<file path="config.mk">
export PLATFORM = sky130hd
export DESIGN_NAME = add_accumulator
export DESIGN_NICKNAME = d
export VERILOG_FILES = /design/src/rtl/adder_pkg.sv /design/src/rtl/cs_adder.sv /design/src/rtl/add_accumulator.sv
export SDC_FILE = /design/constraint.sdc
export NUM_CORES = 1
export LEC_CHECK = 0
export ABC_AREA = 1
export BUFFER_PORTS_ARGS = -buffer_cell sky130_fd_sc_hd__buf_4
export CAP_MARGIN = 20
export CORE_ASPECT_RATIO = 0.6
export CORE_MARGIN = 2
export CORE_UTILIZATION = 53
export DETAILED_ROUTE_END_ITERATION = 8
export GPL_TIMING_DRIVEN = 0
export PLACE_DENSITY = 0.78
export SYNTH_ARGS = -nofsm -noshare
export SYNTH_HDL_FRONTEND = slang
export SYNTH_SLANG_ARGS = --single-unit
</file>
<file path="constraint.sdc">
create_clock -name Clk_i -period 16.4 [get_ports Clk_i]
set_input_delay 3.28 -clock Clk_i [delete_from_list [all_inputs] [get_ports Clk_i]]
set_output_delay 3.28 -clock Clk_i [all_outputs]
set_load 0.01 [all_outputs]
</file>
<file path="src/rtl/adder_pkg.sv">
// Shared adder-library package: accumulator FSM states and default widths.
package adder_pkg;

  localparam int unsigned DEF_WIDTH = 32;
  localparam int unsigned DEF_CNT_W = 8;

  typedef enum logic [1:0] {
    ST_IDLE  = 2'd0,
    ST_ACCUM = 2'd1,
    ST_DONE  = 2'd2
  } state_e;

endpackage : adder_pkg

</file>
<file path="src/rtl/cs_adder.sv">
// Combinational ripple-carry adder: Sum_o = A_i + B_i + Carry_i, carry-out on Carry_o.
module cs_adder #(
  parameter int unsigned WIDTH = 32
) (
  input  logic [WIDTH-1:0] A_i,
  input  logic [WIDTH-1:0] B_i,
  input  logic             Carry_i,
  output logic [WIDTH-1:0] Sum_o,
  output logic             Carry_o
);

  logic [WIDTH:0] carry;

  always_comb begin
    // NOTE: every variable written here gets a value before any conditional
    // or loop touches it, so no latch can be inferred.
    carry    = '0;
    Sum_o    = '0;
    carry[0] = Carry_i;
    for (int i = 0; i < WIDTH; i++) begin
      Sum_o[i]     = A_i[i] ^ B_i[i] ^ carry[i];
      carry[i + 1] = (A_i[i] & B_i[i]) | (carry[i] & (A_i[i] ^ B_i[i]));
    end
  end

  assign Carry_o = carry[WIDTH];

endmodule : cs_adder

</file>
<file path="src/rtl/add_accumulator.sv">
// Multi-operand accumulator: sums Len_i streamed operands; exact sum is
// {CarryCnt_o, Result_o}, with a one-cycle Done_o at the end of each run.
module add_accumulator
  import adder_pkg::*;
#(
  parameter int unsigned WIDTH = DEF_WIDTH,
  parameter int unsigned CNT_W = DEF_CNT_W
) (
  input  logic             Clk_i,
  input  logic             Rst_i,
  input  logic             Start_i,
  input  logic [CNT_W-1:0] Len_i,
  input  logic [WIDTH-1:0] Operand_i,
  input  logic             Valid_i,
  output logic             Ready_o,
  output logic [WIDTH-1:0] Result_o,
  output logic [CNT_W-1:0] CarryCnt_o,
  output logic             Busy_o,
  output logic             Done_o
);

  state_e           state_q, state_d;
  logic [WIDTH-1:0] acc_q, acc_d;
  logic [CNT_W-1:0] carry_cnt_q, carry_cnt_d;
  logic [CNT_W-1:0] remaining_q, remaining_d;

  logic [WIDTH-1:0] sum;
  logic             sum_carry;

  cs_adder #(
    .WIDTH (WIDTH)
  ) u_adder (
    .A_i     (acc_q),
    .B_i     (Operand_i),
    .Carry_i (1'b0),
    .Sum_o   (sum),
    .Carry_o (sum_carry)
  );

  always_comb begin
    state_d     = state_q;
    acc_d       = acc_q;
    carry_cnt_d = carry_cnt_q;
    remaining_d = remaining_q;

    unique case (state_q)
      ST_IDLE: begin
        if (Start_i) begin
          acc_d       = '0;
          carry_cnt_d = '0;
          remaining_d = Len_i;
          state_d     = (Len_i == '0) ? ST_DONE : ST_ACCUM;
        end
      end
      ST_ACCUM: begin
        // Ready_o is high throughout ACCUM, so Valid_i alone marks a transfer.
        if (Valid_i) begin
          acc_d       = sum;
          carry_cnt_d = carry_cnt_q + {{(CNT_W-1){1'b0}}, sum_carry};
          remaining_d = remaining_q - 1'b1;
          if (remaining_q == {{(CNT_W-1){1'b0}}, 1'b1}) begin
            state_d = ST_DONE;
          end
        end
      end
      ST_DONE: begin
        state_d = ST_IDLE;
      end
      default: begin
        state_d = ST_IDLE;
      end
    endcase
  end

  // NOTE: state registers use non-blocking assignments so every flop samples
  // the pre-edge values regardless of statement order.
  always_ff @(posedge Clk_i) begin
    if (Rst_i) begin
      state_q     <= ST_IDLE;
      acc_q       <= '0;
      carry_cnt_q <= '0;
      remaining_q <= '0;
    end else begin
      state_q     <= state_d;
      acc_q       <= acc_d;
      carry_cnt_q <= carry_cnt_d;
      remaining_q <= remaining_d;
    end
  end

  assign Ready_o    = (state_q == ST_ACCUM);
  assign Busy_o     = (state_q == ST_ACCUM) || (state_q == ST_DONE);
  assign Done_o     = (state_q == ST_DONE);
  assign Result_o   = acc_q;
  assign CarryCnt_o = carry_cnt_q;

endmodule : add_accumulator

</file>
# --- Word level (Yosys, flattened, before mapping) ---
# Index checks and enable logic that the tools add are counted.
word_totals:
  ff_bits: 50
  inputBits: 44
  output_inout_bits: 43
  word_cells: 189
classes:
  n_addsub: 2
  eq_ne: 6
  muxes: 14
  n_bitwise: 157
  reduce_logical: 6
op_table:
  columns: ["operator", "count"]
  rows:
  - ["two-way mux 32 bit", 2]
  - ["case mux 32 bit (2 select lines)", 1]
  - ["bitwise AND 1 bit", 63]
  - ["bitwise XOR 1 bit", 63]
  - ["two-way mux 8 bit", 4]
  - ["case mux 8 bit (2 select lines)", 2]
  - ["OR 1 bit", 31]
  - ["adder 8 x 1 -> 8 bit", 1]
  - ["equality test 8 x 1 -> 1 bit (second input constant)", 1]
  - ["logical NOT 8 bit", 1]
  - ["two-way mux 2 bit", 4]
  - ["subtractor 8 x 1 -> 8 bit (second input constant)", 1]
  - ["AND reduction 3 bit", 2]
  - ["inequality test 2 bit (second input constant)", 2]
  - ["case mux 2 bit (2 select lines)", 1]
  - ["equality test 2 x 1 -> 1 bit (second input constant)", 1]
  - ["equality test 2 bit (second input constant)", 1]
  - ["logical NOT 2 bit", 1]
  - ["inequality test 2 x 1 -> 1 bit (second input constant)", 1]
  - ["nonzero test 2 bit", 1]
  - ["logical OR 1 bit", 1]

# --- Logic depth before layout (Yosys ltp) ---
# Gate-level depths: netlist of the first run.
depth:
  word_depth: 66
  depth_mapped: 41
  mapped_depth_nobuf: 41

# --- Cells and area by module ---
# A second synthesis of the first run with hierarchy kept.
hier_totals:
  hier_cells: 371
  hier_area_um2: 3020.4
by_module_without_submodules:
  columns: ["mod", "instances", "cells_each", "area_per_inst_um2", "seq_area_each_um2"]
  rows:
  - ["add_accumulator", 1, 329, 2342.2, 1001.0]
  - ["cs_adder", 1, 42, 678.2, 0.0]

# --- Worst setup path after synthesis of the first run ---
# No wires, ideal clock.
synth_timing:
  path_type: "input port to flip-flop"
  startpoint: "input port Operand_i[0]"
  endpoint: "register carry_cnt_q[6] (netlist: CarryCnt_o[6])"
  setup_ps: 70
  t_arrival_ps: 15302
  required_time_ps: 16330
  setup_slack_ps: 1027
  stages: 40
  cell_sequence: "ha_1 > inv_1 > fa_1 > fa_1 > fa_1 > fa_1 > fa_1 > fa_1 > fa_1 > fa_1 > fa_1 > fa_1 > fa_1 > fa_1 > fa_1 > fa_1 > fa_1 > fa_1 > (+4 left out) > fa_1 > fa_1 > fa_1 > fa_1 > fa_1 > fa_1 > fa_1 > fa_1 > inv_1 > fa_1 > fa_1 > fa_1 > ha_1 > ha_1 > inv_1 > o21bai_1 > nand4_1 > a21oi_1"
synth_between:
  elab_chain_cells: 66
synth_rtl:
  columns: ["item", "line_no", "source"]
  rows:
  - ["start, declared", "add_accumulator.sv:13", "input logic [WIDTH-1:0] Operand_i,"]
  - ["bitwise AND 1 bit (2 in a row)", "cs_adder.sv:22", "carry[i + 1] = (A_i[i] & B_i[i]) | (carry[i] & (A_i[i] ^ B_i[i]));"]
  - ["OR 1 bit", "cs_adder.sv:22", null]
  - ["bitwise AND 1 bit", "cs_adder.sv:22", null]
  - ["OR 1 bit", "cs_adder.sv:22", null]
  - ["bitwise AND 1 bit", "cs_adder.sv:22", null]
  - ["OR 1 bit", "cs_adder.sv:22", null]
  - ["bitwise AND 1 bit", "cs_adder.sv:22", null]
  - ["OR 1 bit", "cs_adder.sv:22", null]
  - ["(+49 left out)", null, null]
  - ["OR 1 bit", "cs_adder.sv:22", null]
  - ["bitwise AND 1 bit", "cs_adder.sv:22", null]
  - ["OR 1 bit", "cs_adder.sv:22", null]
  - ["bitwise AND 1 bit", "cs_adder.sv:22", null]
  - ["OR 1 bit", "cs_adder.sv:22", null]
  - ["adder 8 x 1 -> 8 bit", "add_accumulator.sv:59", "carry_cnt_d = carry_cnt_q + {{(CNT_W-1){1'b0}}, sum_carry};"]
  - ["two-way mux 8 bit", "add_accumulator.sv:57", "if (Valid_i) begin"]
  - ["case mux 8 bit (2 select lines)", "add_accumulator.sv:46", "unique case (state_q)"]
  - ["end signal, assigned", "add_accumulator.sv:86", "carry_cnt_q <= carry_cnt_d;"]
  - ["end, declared", "add_accumulator.sv:24", "logic [CNT_W-1:0] carry_cnt_q, carry_cnt_d;"]
# Every way passes these cells. The select of a mux whose other input is x is not followed.
# A chain may end at the register's enable or synchronous reset.

# --- Final worst setup path of the first run ---
layout_timing:
  startpoint: "input port Operand_i[0]"
  endpoint: "register carry_cnt_q[7] (netlist: CarryCnt_o[7])"
# The elaborated chain is that of the path after synthesis.

==> results.py, run 1 <==
metrics = {
    "clock_network": {
        "clk_pin_slew_ns": 0.10,
        "clock_tree.buffer_depth": 2,
        "cts_root_buffer": "sky130_fd_sc_hd__clkbuf_8",
        "htree_num_levels": 2,
        "cts_num_sinks": 50,
        "tritoncts_clock_tree": "yes",
        "cts-buffers-inserted": 5,
        "clock_insertion_delay_worst_skew_ns": 0.31,
    },
    "drt": {
        "wire_per_inst_um": 12.7,
        "vias_per_cell": 4.89,
        "dr_total_vias": 2839,
        "drcViolationCount": 0,
        "route.final.wire_length_um": 7390,
        "final_antenna_net_count": 0,
        "iteration_0_drc_markers": 139,
        "drtPass1Iterations": 5,
    },
    "placed_design": {
        "placed_cells": 572,
        "dpl_ws_ns": 0.128,
        "numPortBuffers": 85,
        "gp_routability_congestion": 0.956,
        "dpl.hpwl_um": 5820,
    },
    "grt": {
        "antenna_found_initial": 0,
        "grt_pass1_vias": 2555,
        "gr-total-overflow": 0,
        "largest_net_degree_at_the_start_of_global_routing": 16,
        "globalRouteTotalUtil_pct": 23.5,
        "grt_pass1_wl_um": 12400,
    },
    "cells_and_area": {
        "layout-drive-gt1-share_pct": 23.0,
        "n_fill_cell": 476,
        "layout.cells.most_common_list": "sky130_fd_sc_hd__inv_1, sky130_fd_sc_hd__buf_4, sky130_fd_sc_hd__dfxtp_1",
        "seqCellArea_mm2": 0.00100,
        "most_common_library_cell_in_the_layout_ignoring_fill_and_taps": "sky130_fd_sc_hd__inv_1",
        "antenna_diode_count": 0,
        "final_net_count": 582,
        "multi_input_comb_area_mm2": 0.00165,
        "post_layout_nonfiller_instances": 580,
        "area_growth_syn_to_layout_pct": 26.7,
    },
    "synthesis": {
        "synth.avg_cell_area_um2": 7.75,
        "synthDistinctLibCells": 30,
        "synth_top_flop_cell": "sky130_fd_sc_hd__dfxtp_1",
        "mappedNetlistArea_mm2": 0.00315,
        "cell_count_after_synthesis": 407,
        "synthesis.nets": 490,
        "synth_edf_count": 0,
        "ys_seq_elements": 50,
        "part_of_the_yosys_area_used_for_sequential_elements_pct": 31.7,
        "async_flop_share_pct": 0,
        "ys_warn_count": 0,
    },
    "setup_path": {
        "cpPeakStageDelay_ns": 0.42,
        "r2r.worst_path.cells": 41,
        "timing.critical_path.from_type": "input pin",
        "worst_path_dominant_cell_family": "adder cells",
        "worst-endpoint-required_ns": 16.64,
        "path_max_fanout": 4,
        "worstPathArrival_ns": 16.16,
        "critical-path-slowest-cell": "sky130_fd_sc_hd__fa_1",
        "worst_path_most_repeated_cell": "sky130_fd_sc_hd__fa_1",
        "path_buf_inv": 3,
        "critical_path_depth": 42,
        "timing_worst_setup_path_type": "input pin to flip-flop",
        "endpoint_kind": "flip-flop",
    },
    "power_and_ir_drop": {
        "cellLeakagePower_uw": 0.00179,
        "cell_area_power_density_mw_per_mm2": 137,
        "largest_vdd_supply_drop_uv": 58.3,
    },
    "sta": {
        "timing.final.max_slew_violations": 0,
        "timing.clock.skew_ns": 0.00704,
        "timing.final.hold_violations": 0,
        "rsz0062_at_grt": "true",
        "finalWorstPathRequiredPeriod_ns": 15.91,
        "worstMarginPinSlew_ns": 0.541,
        "max_slew_margin_pct": 63.9,
        "post-route-period-util_pct": 97.0,
        "timing.final.setup_violations": 0,
        "postLayoutSetupSlackWorst_ns": 0.488,
        "fmax_mhz": 62.8,
    },
    "hold_path": {
        "hold_path_depth": 2,
        "hold_path.class": "flip-flop to flip-flop",
    },
    "floorplan": {
        "row_cnt": 21,
        "coreArea_mm2": 0.00565,
        "die_ar_mm2": 0.00660,
        "floorplan.die.width_um": 104,
        "start_util_pct": 55.8,
        "io-pin-count": 87,
        "height_of_the_chip_um": 63.7,
    },
    "flow_run": {
        "maxCapViolCount": 0,
    },
    "status": {
        "outcome": "finished, final reports clean",
    },
}
==> power by group <==
part / total [µW] / switching [µW] / internal (µW)
Clock: 78.0 / 43.1 / 35.0
Combinational: 302 / 181 / 121
Sequential: 168 / 20.2 / 148
Total: 548 / 244 / 304
==> registers in the layout, summed over array words and instances (netlist names) <==
signal / cells
remaining_q: 8
CarryCnt_o: 8
state_q: 2
Result_o: 32
==> layer usage <==
layer | routed length, µm | vias to the layer above | GRT usage, %
met2 | 3120 | 118 | 33.8
li1 | - | 1422 | -
met3 | 626 | 7 | 6.63
met1 | 3600 | 1292 | 35.9
met5 | 0 | - | 0
met4 | 40 | 0 | 3.55
==> stage by stage <==
stage          setup TNS, ns  area, µm²  total power (µW)  hold slack (ns)  utilization [%]
2_1_floorplan              0       3150               377            0.454                -
5_1_grt              -0.0111       4000               597            0.517             70.7
3_5_place_dp               0       3890               469            0.480             68.9
6_report                   0       4000               548            0.497             70.7
3_3_place_gp               0       3890               462            0.466             68.9
4_1_cts                    0       3990               548            0.495             70.6
==> synthesized netlist by cell type (3+ instances only) <==
library cell | n | area, µm²
sky130_fd_sc_hd__nand3_1 | 18 | 90.1
sky130_fd_sc_hd__nor3_1 | 3 | 15.0
sky130_fd_sc_hd__a21oi_1 | 20 | 100
sky130_fd_sc_hd__nand4_1 | 4 | 25.0
sky130_fd_sc_hd__buf_2 | 5 | 25.0
sky130_fd_sc_hd__buf_4 | 3 | 22.5
sky130_fd_sc_hd__dfxtp_1 | 50 | 1000
sky130_fd_sc_hd__nor2_1 | 50 | 188
sky130_fd_sc_hd__clkbuf_1 | 4 | 15.0
sky130_fd_sc_hd__o22ai_1 | 28 | 175
sky130_fd_sc_hd__buf_6 | 3 | 33.8
sky130_fd_sc_hd__ha_1 | 8 | 100
sky130_fd_sc_hd__fa_1 | 31 | 621
sky130_fd_sc_hd__nand2_1 | 44 | 165
sky130_fd_sc_hd__inv_1 | 107 | 402
sky130_fd_sc_hd__inv_2 | 3 | 11.3
sky130_fd_sc_hd__o21ai_0 | 13 | 65.1
==> logic make-up after synthesis <==
logic type      share of synthesized area (%)
simple gates                             17.0
buf+inv                                  16.3
xor+xnor                                0.278
flops                                    31.7
compound gates                           11.9
fa+ha+maj                                22.9
==> worst min-delay path, stage by stage (launching register included) <==
cell and delay (ns):
sky130_fd_sc_hd__dfxtp_1 0.34, sky130_fd_sc_hd__nand2_1 0.07, sky130_fd_sc_hd__a21oi_1 0.06
==> path summary, 6_finish.rpt <==
path                                startpoint              to  slack [ns]
worst min-delay path            remaining_q[7]  remaining_q[7]        0.50
worst max-delay path              Operand_i[0]   CarryCnt_o[7]        0.49
worst max register to register     Result_o[0]   CarryCnt_o[7]        3.14
worst min register to register  remaining_q[7]  remaining_q[7]        0.50
==> area by class of cell <==
cell class | count | share of cell area, %
multi-input combinational | 231 | 41.3
sequential | 50 | 25.0
timing repair buffer | 85 | 16.0
inverter | 110 | 10.3
buffer | 16 | 2.50
tap | 80 | 2.50
clock buffer | 7 | 2.16
clock inverter | 1 | 0.219
==> repair_timing <==
item	4_1_cts	5_1_grt
resized for setup	0	4
hold buffers	0	0
setup buffers	0	0
setup endpoints to repair	0	3
No activity file was read; power rests on OpenSTA's default activity.
==> run 2: changes to the inputs <==
--- a/config.mk
+++ b/config.mk
@@ -8,12 +8,13 @@
 export ABC_AREA = 1
 export BUFFER_PORTS_ARGS = -buffer_cell sky130_fd_sc_hd__buf_4
 export CAP_MARGIN = 20
-export CORE_ASPECT_RATIO = 0.6
+export CORE_ASPECT_RATIO = 0.9
 export CORE_MARGIN = 2
-export CORE_UTILIZATION = 53
+export CORE_UTILIZATION = 52
 export DETAILED_ROUTE_END_ITERATION = 8
 export GPL_TIMING_DRIVEN = 0
-export PLACE_DENSITY = 0.78
+export PLACE_DENSITY = 0.77
 export SYNTH_ARGS = -nofsm -noshare
 export SYNTH_HDL_FRONTEND = slang
+export SYNTH_HIERARCHICAL = 1
 export SYNTH_SLANG_ARGS = --single-unit
==> results.py, run 2 <==
metrics = {
    "floorplan": {
        "coreArea_mm2": 0.00563,
        "start_util_pct": 53.7,
        "floorplan.die.width_um": 84.3,
        "row_cnt": 26,
        "height_of_the_chip_um": 76.3,
        "die_ar_mm2": 0.00643,
        "io-pin-count": 87,
    },
    "clock_network": {
        "cts.hold.buffers_added": 0,
        "buffers_inserted_during_post_cts_setup_optimization": 0,
        "htree_num_levels": 2,
        "cts_root_buffer": "sky130_fd_sc_hd__clkbuf_8",
        "clk_pin_slew_ns": 0.08,
        "cts_num_sinks": 50,
        "cts-buffers-inserted": 5,
        "clock_tree.buffer_depth": 2,
        "tritoncts_clock_tree": "yes",
        "clock_insertion_delay_worst_skew_ns": 0.30,
    },
    "setup_path": {
        "path_max_fanout": 3,
        "r2r.worst_path.cells": 44,
        "endpoint_kind": "flip-flop",
        "critical-path-slowest-cell": "sky130_fd_sc_hd__fa_1",
        "timing.critical_path.from_type": "input pin",
        "worst_path_most_repeated_cell": "sky130_fd_sc_hd__fa_1",
        "worst-endpoint-required_ns": 16.60,
        "timing_worst_setup_path_type": "input pin to flip-flop",
        "critical_path.reg2reg.endpoint": "CarryCnt_o[4]",
        "cpPeakStageDelay_ns": 0.41,
        "reg2reg_slack_ns": 3.14,
        "worstReg2RegStart": "Result_o[0]",
        "worstPathArrival_ns": 16.17,
    },
    "power_and_ir_drop": {
        "part_of_the_power_in_the_clock_network_pct": 11.8,
        "cell_area_power_density_mw_per_mm2": 152,
        "internal_power_uw": 317,
        "largest_vdd_supply_drop_uv": 83.3,
        "power.sequential.fraction_pct": 30.7,
        "netSwitchingFraction_pct": 45.9,
        "cellLeakagePower_uw": 0.00171,
        "p_comb_share_pct": 57.6,
        "netSwitchingPower_uw": 269,
    },
    "cells_and_area": {
        "layout.cells.most_common_list": "sky130_fd_sc_hd__buf_4, sky130_fd_sc_hd__nand2_1, sky130_fd_sc_hd__nand3_1",
        "postLayoutCoreUtil_pct": 68.3,
        "antenna_diode_count": 0,
        "area_growth_syn_to_layout_pct": 27.3,
        "post_layout_nonfiller_instances": 533,
        "most_common_library_cell_in_the_layout_ignoring_fill_and_taps": "sky130_fd_sc_hd__buf_4",
        "largest_register_ffs": 32,
        "finish.instance_area_mm2": 0.00384,
        "final_net_count": 546,
        "n_fill_cell": 500,
        "layout-drive-gt1-share_pct": 25.1,
    },
    "grt": {
        "largest_net_degree_at_the_start_of_global_routing": 14,
        "grt_pass1_vias": 2681,
        "globalRouteTotalUtil_pct": 23.5,
        "antenna_found_initial": 0,
        "grt_pass1_wl_um": 12200,
        "gr-total-overflow": 0,
    },
    "placed_design": {
        "gp_routability_congestion": 0.901,
        "placed_cells": 526,
        "place_area_mm2": 0.00375,
        "dpl.hpwl_um": 5650,
        "numPortBuffers": 85,
    },
    "synthesis": {
        "synth_top_cells_by_area": "sky130_fd_sc_hd__dfxtp_1, sky130_fd_sc_hd__fa_1, sky130_fd_sc_hd__nand2_1, sky130_fd_sc_hd__nand3_1, sky130_fd_sc_hd__a21oi_1",
        "synth_largest_area_cell": "sky130_fd_sc_hd__dfxtp_1",
        "synth_top_flop_cell": "sky130_fd_sc_hd__dfxtp_1",
        "synth.avg_cell_area_um2": 8.14,
        "synth_edf_count": 0,
        "mappedNetlistArea_mm2": 0.00302,
        "cell_count_after_synthesis": 371,
        "synthDistinctLibCells": 23,
        "synth.most_common_cell": "sky130_fd_sc_hd__nand2_1",
        "async_flop_share_pct": 0,
        "post_synth_most_frequent_cells": "sky130_fd_sc_hd__nand2_1, sky130_fd_sc_hd__nand3_1, sky130_fd_sc_hd__dfxtp_1",
        "ys_warn_count": 6,
        "netlist.area_leader.share_pct": 33.1,
        "ys_seq_elements": 50,
        "part_of_the_yosys_area_used_for_sequential_elements_pct": 33.1,
        "synthesis.nets": 454,
    },
    "flow_run": {
        "maxCapViolCount": 0,
    },
    "drt": {
        "final_antenna_net_count": 0,
        "vias_per_cell": 5.26,
        "drtPass1Iterations": 4,
        "route.layer.met1.wl_um": 3220,
        "topRoutingLayerUsed": "met4",
        "wire_per_inst_um": 13.7,
        "detailroute.wirelength.met2_um": 3410,
        "iteration_0_drc_markers": 159,
        "dr_total_vias": 2805,
        "route.final.wire_length_um": 7280,
        "wl_met3_um": 507,
        "drcViolationCount": 0,
    },
    "sta": {
        "timing.final.hold_violations": 0,
        "rsz0062_at_grt": "false",
        "fmax_mhz": 62.6,
        "timing.clock.skew_ns": 0.00169,
        "post-route-period-util_pct": 97.4,
        "timing.final.setup_violations": 0,
        "timing.final.max_slew_violations": 0,
        "whs_ns": 0.495,
        "finalWorstPathRequiredPeriod_ns": 15.97,
    },
    "hold_path": {
        "worst_hold_end": "Result_o[31]",
        "hold_path.class": "flip-flop to flip-flop",
        "worst_hold_startpoint": "Result_o[31]",
        "hold_path_depth": 2,
    },
    "status": {
        "outcome": "finished, final reports clean",
    },
}
[run 2: changes by cell type after synthesis, sizes merged, moves of 2 or more]
cell,delta
a21oi,+26
nand3,+35
nand2,+35
o22ai,-28
nor2,-19
inv,-77
o21ai,-8
clkbuf,+2
[run 2: cell type report]
| type | instances | area [µm²] | area share, % |
|---|---|---|---|
| plain buffers | 19 | 121 | 3.16 |
| repair buffers | 85 | 638 | 16.6 |
| inverters | 33 | 124 | 3.22 |
| clock buffers | 7 | 76.3 | 1.99 |
| well taps | 70 | 87.6 | 2.28 |
| flip-flops and latches | 50 | 1000 | 26.0 |
| multi-input cells | 269 | 1800 | 46.7 |
[run 2: worst max-delay path, delay by kind of cell]
| family | cells | cell delay, ns |
|---|---|---|
| buf+inv | 6 | 0.44 |
| simple gates | 5 | 0.25 |
| fa+ha+maj | 34 | 12.18 |
[run 2: repair_timing]
action | 4_1_cts | 5_1_grt
endpoints found under the hold margin | 0 | 0
gates cloned | 0 | 0
setup endpoints to repair | 1 | 9
gates resized for setup | 1 | 8
[run 2: kinds of logic (layout without fill, tap and decap cells)]
logic type | count (synthesis) | count (layout) | share of synthesized area (%)
simple gates | 175 | 175 | 25.3
buf+inv | 52 | 144 | 8.12
fa+ha+maj | 39 | 39 | 24.1
compound gates | 52 | 52 | 8.62
xor+xnor | 2 | 2 | 0.580
flops | 50 | 50 | 33.1
other cells | 1 | 1 | 0.124
[run 2: per-stage QoR]
| step | total power (µW) | setup slack (ns) | TNS [ns] |
|---|---|---|---|
| after floorplan | 409 | 0.495 | 0 |
| after global placement | 506 | -0.101 | -0.217 |
| after detailed placement | 515 | -0.321 | -1.73 |
| after CTS | 583 | 0.0463 | 0 |
| after global routing | 639 | 0.0234 | 0 |
| final | 585 | 0.432 | 0 |
[run 2: how the worst max path moves through the flow]
stage / start / slack (ns) / to / cells after the start
2_1_floorplan: Operand_i[0] / 0.50 / CarryCnt_o[4] / 44
3_3_place_gp: Operand_i[0] / -0.10 / CarryCnt_o[4] / 45
3_5_place_dp: Operand_i[0] / -0.32 / CarryCnt_o[4] / 45
4_1_cts: Operand_i[0] / 0.05 / CarryCnt_o[4] / 45
5_1_grt: Operand_i[0] / 0.02 / CarryCnt_o[4] / 45
6_report: Operand_i[0] / 0.43 / CarryCnt_o[4] / 45
[run 2: routing by layer]
layer,GRT usage (%),vias up
met5,0,-
li1,-,1378
met2,36.6,103
met4,8.10,0
met3,5.31,13
met1,32.6,1311
[run 2: power by group through the flow]
stage / sequential, µW / combinational [µW] / clock (µW)
2_1_floorplan: 184 / 225 / 0
3_3_place_gp: 181 / 325 / 0
5_1_grt: 185 / 379 / 75.5
3_5_place_dp: 182 / 333 / 0
4_1_cts: 179 / 334 / 69.8
6_report: 180 / 337 / 68.8
==> run 3: changes to the inputs <==
--- a/config.mk
+++ b/config.mk
@@ -10,10 +10,10 @@
 export CAP_MARGIN = 20
 export CORE_ASPECT_RATIO = 0.9
 export CORE_MARGIN = 2
-export CORE_UTILIZATION = 52
+export CORE_UTILIZATION = 47
 export DETAILED_ROUTE_END_ITERATION = 8
 export GPL_TIMING_DRIVEN = 0
-export PLACE_DENSITY = 0.77
+export PLACE_DENSITY = 0.73
 export SYNTH_ARGS = -nofsm -noshare
 export SYNTH_HDL_FRONTEND = slang
 export SYNTH_HIERARCHICAL = 1
==> constraint.sdc (replaced) <==
create_clock -name Clk_i -period 14.37 [get_ports Clk_i]
set_input_delay 2.874 -clock Clk_i [delete_from_list [all_inputs] [get_ports Clk_i]]
set_output_delay 2.874 -clock Clk_i [all_outputs]
set_load 0.01 [all_outputs]
==> results.py, run 3 (synthesis gave the netlist of run 2 again) <==
metrics = {
    "grt": {
        "antenna_found_initial": 0,
        "globalRouteTotalUtil_pct": 22.5,
        "grt_pass1_vias": 2693,
        "gr-total-overflow": 0,
        "largest_net_degree_at_the_start_of_global_routing": 15,
        "grt_pass1_wl_um": 12400,
    },
    "clock_network": {
        "clock_tree.buffer_depth": 2,
        "cts-buffers-inserted": 5,
        "clk_pin_slew_ns": 0.09,
        "tritoncts_clock_tree": "yes",
        "cts_root_buffer": "sky130_fd_sc_hd__clkbuf_8",
        "htree_num_levels": 2,
        "clock_insertion_delay_worst_skew_ns": 0.31,
        "cts_num_sinks": 50,
    },
    "setup_path": {
        "worstReg2RegStart": "Result_o[0]",
        "critical_path.reg2reg.endpoint": "CarryCnt_o[6]",
        "endpoint_kind": "flip-flop",
        "path_buf_inv": 5,
        "critical-path-slowest-cell": "sky130_fd_sc_hd__fa_2",
        "worst-endpoint-required_ns": 14.56,
        "cpPeakStageDelay_ns": 0.37,
        "timing.critical_path.from_type": "input pin",
        "r2r.worst_path.cells": 42,
        "worst_path_most_repeated_cell": "sky130_fd_sc_hd__fa_2",
        "reg2reg_slack_ns": 2.15,
        "path_max_fanout": 3,
        "worstPathArrival_ns": 14.67,
        "timing_worst_setup_path_type": "input pin to flip-flop",
        "worst_path_dominant_cell_family": "adder cells",
    },
    "cells_and_area": {
        "antenna_diode_count": 0,
        "final_net_count": 546,
        "area_growth_syn_to_layout_pct": 32.9,
        "largest_register_ffs": 32,
        "layout.cells.most_common_list": "sky130_fd_sc_hd__buf_4, sky130_fd_sc_hd__nand2_1, sky130_fd_sc_hd__dfxtp_1",
        "layout-drive-gt1-share_pct": 34.1,
        "most_common_library_cell_in_the_layout_ignoring_fill_and_taps": "sky130_fd_sc_hd__buf_4",
        "finish.instance_area_mm2": 0.00401,
    },
    "floorplan": {
        "io-pin-count": 87,
        "die_ar_mm2": 0.00708,
        "floorplan.die.width_um": 88.5,
        "row_cnt": 27,
        "height_of_the_chip_um": 80.1,
        "start_util_pct": 48.9,
        "coreArea_mm2": 0.00618,
    },
    "placed_design": {
        "gp_routability_congestion": 0.926,
        "place_area_mm2": 0.00384,
        "dpl.hpwl_um": 5670,
        "numPortBuffers": 85,
    },
    "sta": {
        "timing.final.max_slew_violations": 0,
        "rsz0062_at_grt": "true",
        "post-route-period-util_pct": 101,
        "worstMarginPinSlew_ns": 0.549,
        "fmax_mhz": 69.1,
        "postLayoutSetupSlackWorst_ns": -0.109,
        "whs_ns": 0.487,
        "finalWorstPathRequiredPeriod_ns": 14.48,
        "timing.final.setup_violations": 6,
        "timing.final.hold_violations": 0,
        "final_sum_of_negative_setup_slack_ns": -0.450,
        "max_slew_margin_pct": 63.4,
        "timing.clock.skew_ns": 0.00290,
    },
    "hold_path": {
        "worst_hold_end": "Result_o[16]",
        "hold_path.class": "flip-flop to flip-flop",
        "worst_hold_startpoint": "Result_o[16]",
        "hold_path_depth": 2,
    },
    "drt": {
        "drcViolationCount": 0,
        "detailroute.wirelength.met2_um": 3490,
        "dr_total_vias": 2771,
        "topRoutingLayerUsed": "met4",
        "final_antenna_net_count": 0,
        "wl_met3_um": 469,
        "iteration_0_drc_markers": 111,
        "drtPass1Iterations": 4,
        "vias_per_cell": 5.03,
        "route.layer.met1.wl_um": 3340,
        "wire_per_inst_um": 13.3,
        "route.final.wire_length_um": 7350,
    },
    "power_and_ir_drop": {
        "largest_vdd_supply_drop_uv": 101,
        "cell_area_power_density_mw_per_mm2": 171,
        "cellLeakagePower_uw": 0.00170,
    },
    "status": {
        "outcome": "finished with violations",
        "failed_checks": "setup timing",
    },
    "flow_run": {
        "maxCapViolCount": 0,
    },
}
[run 3: stage by stage]
stage	setup slack, ns	total power (µW)	instances	util (%)
floorplan	-0.0212	472	371	-
global placement	-0.489	585	543	62.1
detailed placement	-0.561	596	543	62.1
CTS	-0.0826	686	551	64.7
global route	-0.413	753	551	64.9
finish	-0.109	685	551	64.9
[run 3: per-layer routing]
metal | vias up | GRT usage [%]
met3 | 7 | 4.62
met1 | 1306 | 30.7
met4 | 0 | 7.27
met5 | - | 0
li1 | 1375 | -
met2 | 83 | 35.7
[run 3: report_power, final]
part | internal, µW | total (µW) | switching (µW) | leakage (µW)
Sequential | 172 | 206 | 33.8 | 0.000407
Clock | 38.9 | 85.9 | 47.0 | 0.0000482
Combinational | 160 | 394 | 234 | 0.00124
[run 3: final cells by class]
cell class                 instances  area [µm²]
timing repair buffer              85         642
sequential                        50        1000
buffer                            19         121
tap                               87         109
fill                             566        2170
inverter                          33         124
multi-input combinational        269        1930
clock buffer                       7        86.3
clock inverter                     1        5.00
[run 3: worst max-delay path by stage]
stage                       from            end  slack [ns]  cells after the start
finish              Operand_i[0]  CarryCnt_o[6]       -0.11                     43
global route        Operand_i[0]  CarryCnt_o[6]       -0.41                     43
CTS                 Operand_i[0]  CarryCnt_o[4]       -0.08                     45
detailed placement  Operand_i[0]  CarryCnt_o[4]       -0.56                     45
global placement    Operand_i[0]  CarryCnt_o[4]       -0.49                     45
floorplan           Operand_i[0]  CarryCnt_o[4]       -0.02                     44
[run 3: timing repair]
action                     4_1_cts  5_1_grt
setup buffers                    0        0
hold buffers                     0        0
gates resized for setup         21        4
pin swaps                        6        8
setup endpoints to repair        7        9
[run 3: worst min-delay path: cells and delay by family (launching register included)]
family / cells / cell delay (ns)
AND/OR/NAND/NOR: 1 / 0.06
AO/OA/AOI/OAI: 1 / 0.06
flip-flops: 1 / 0.33
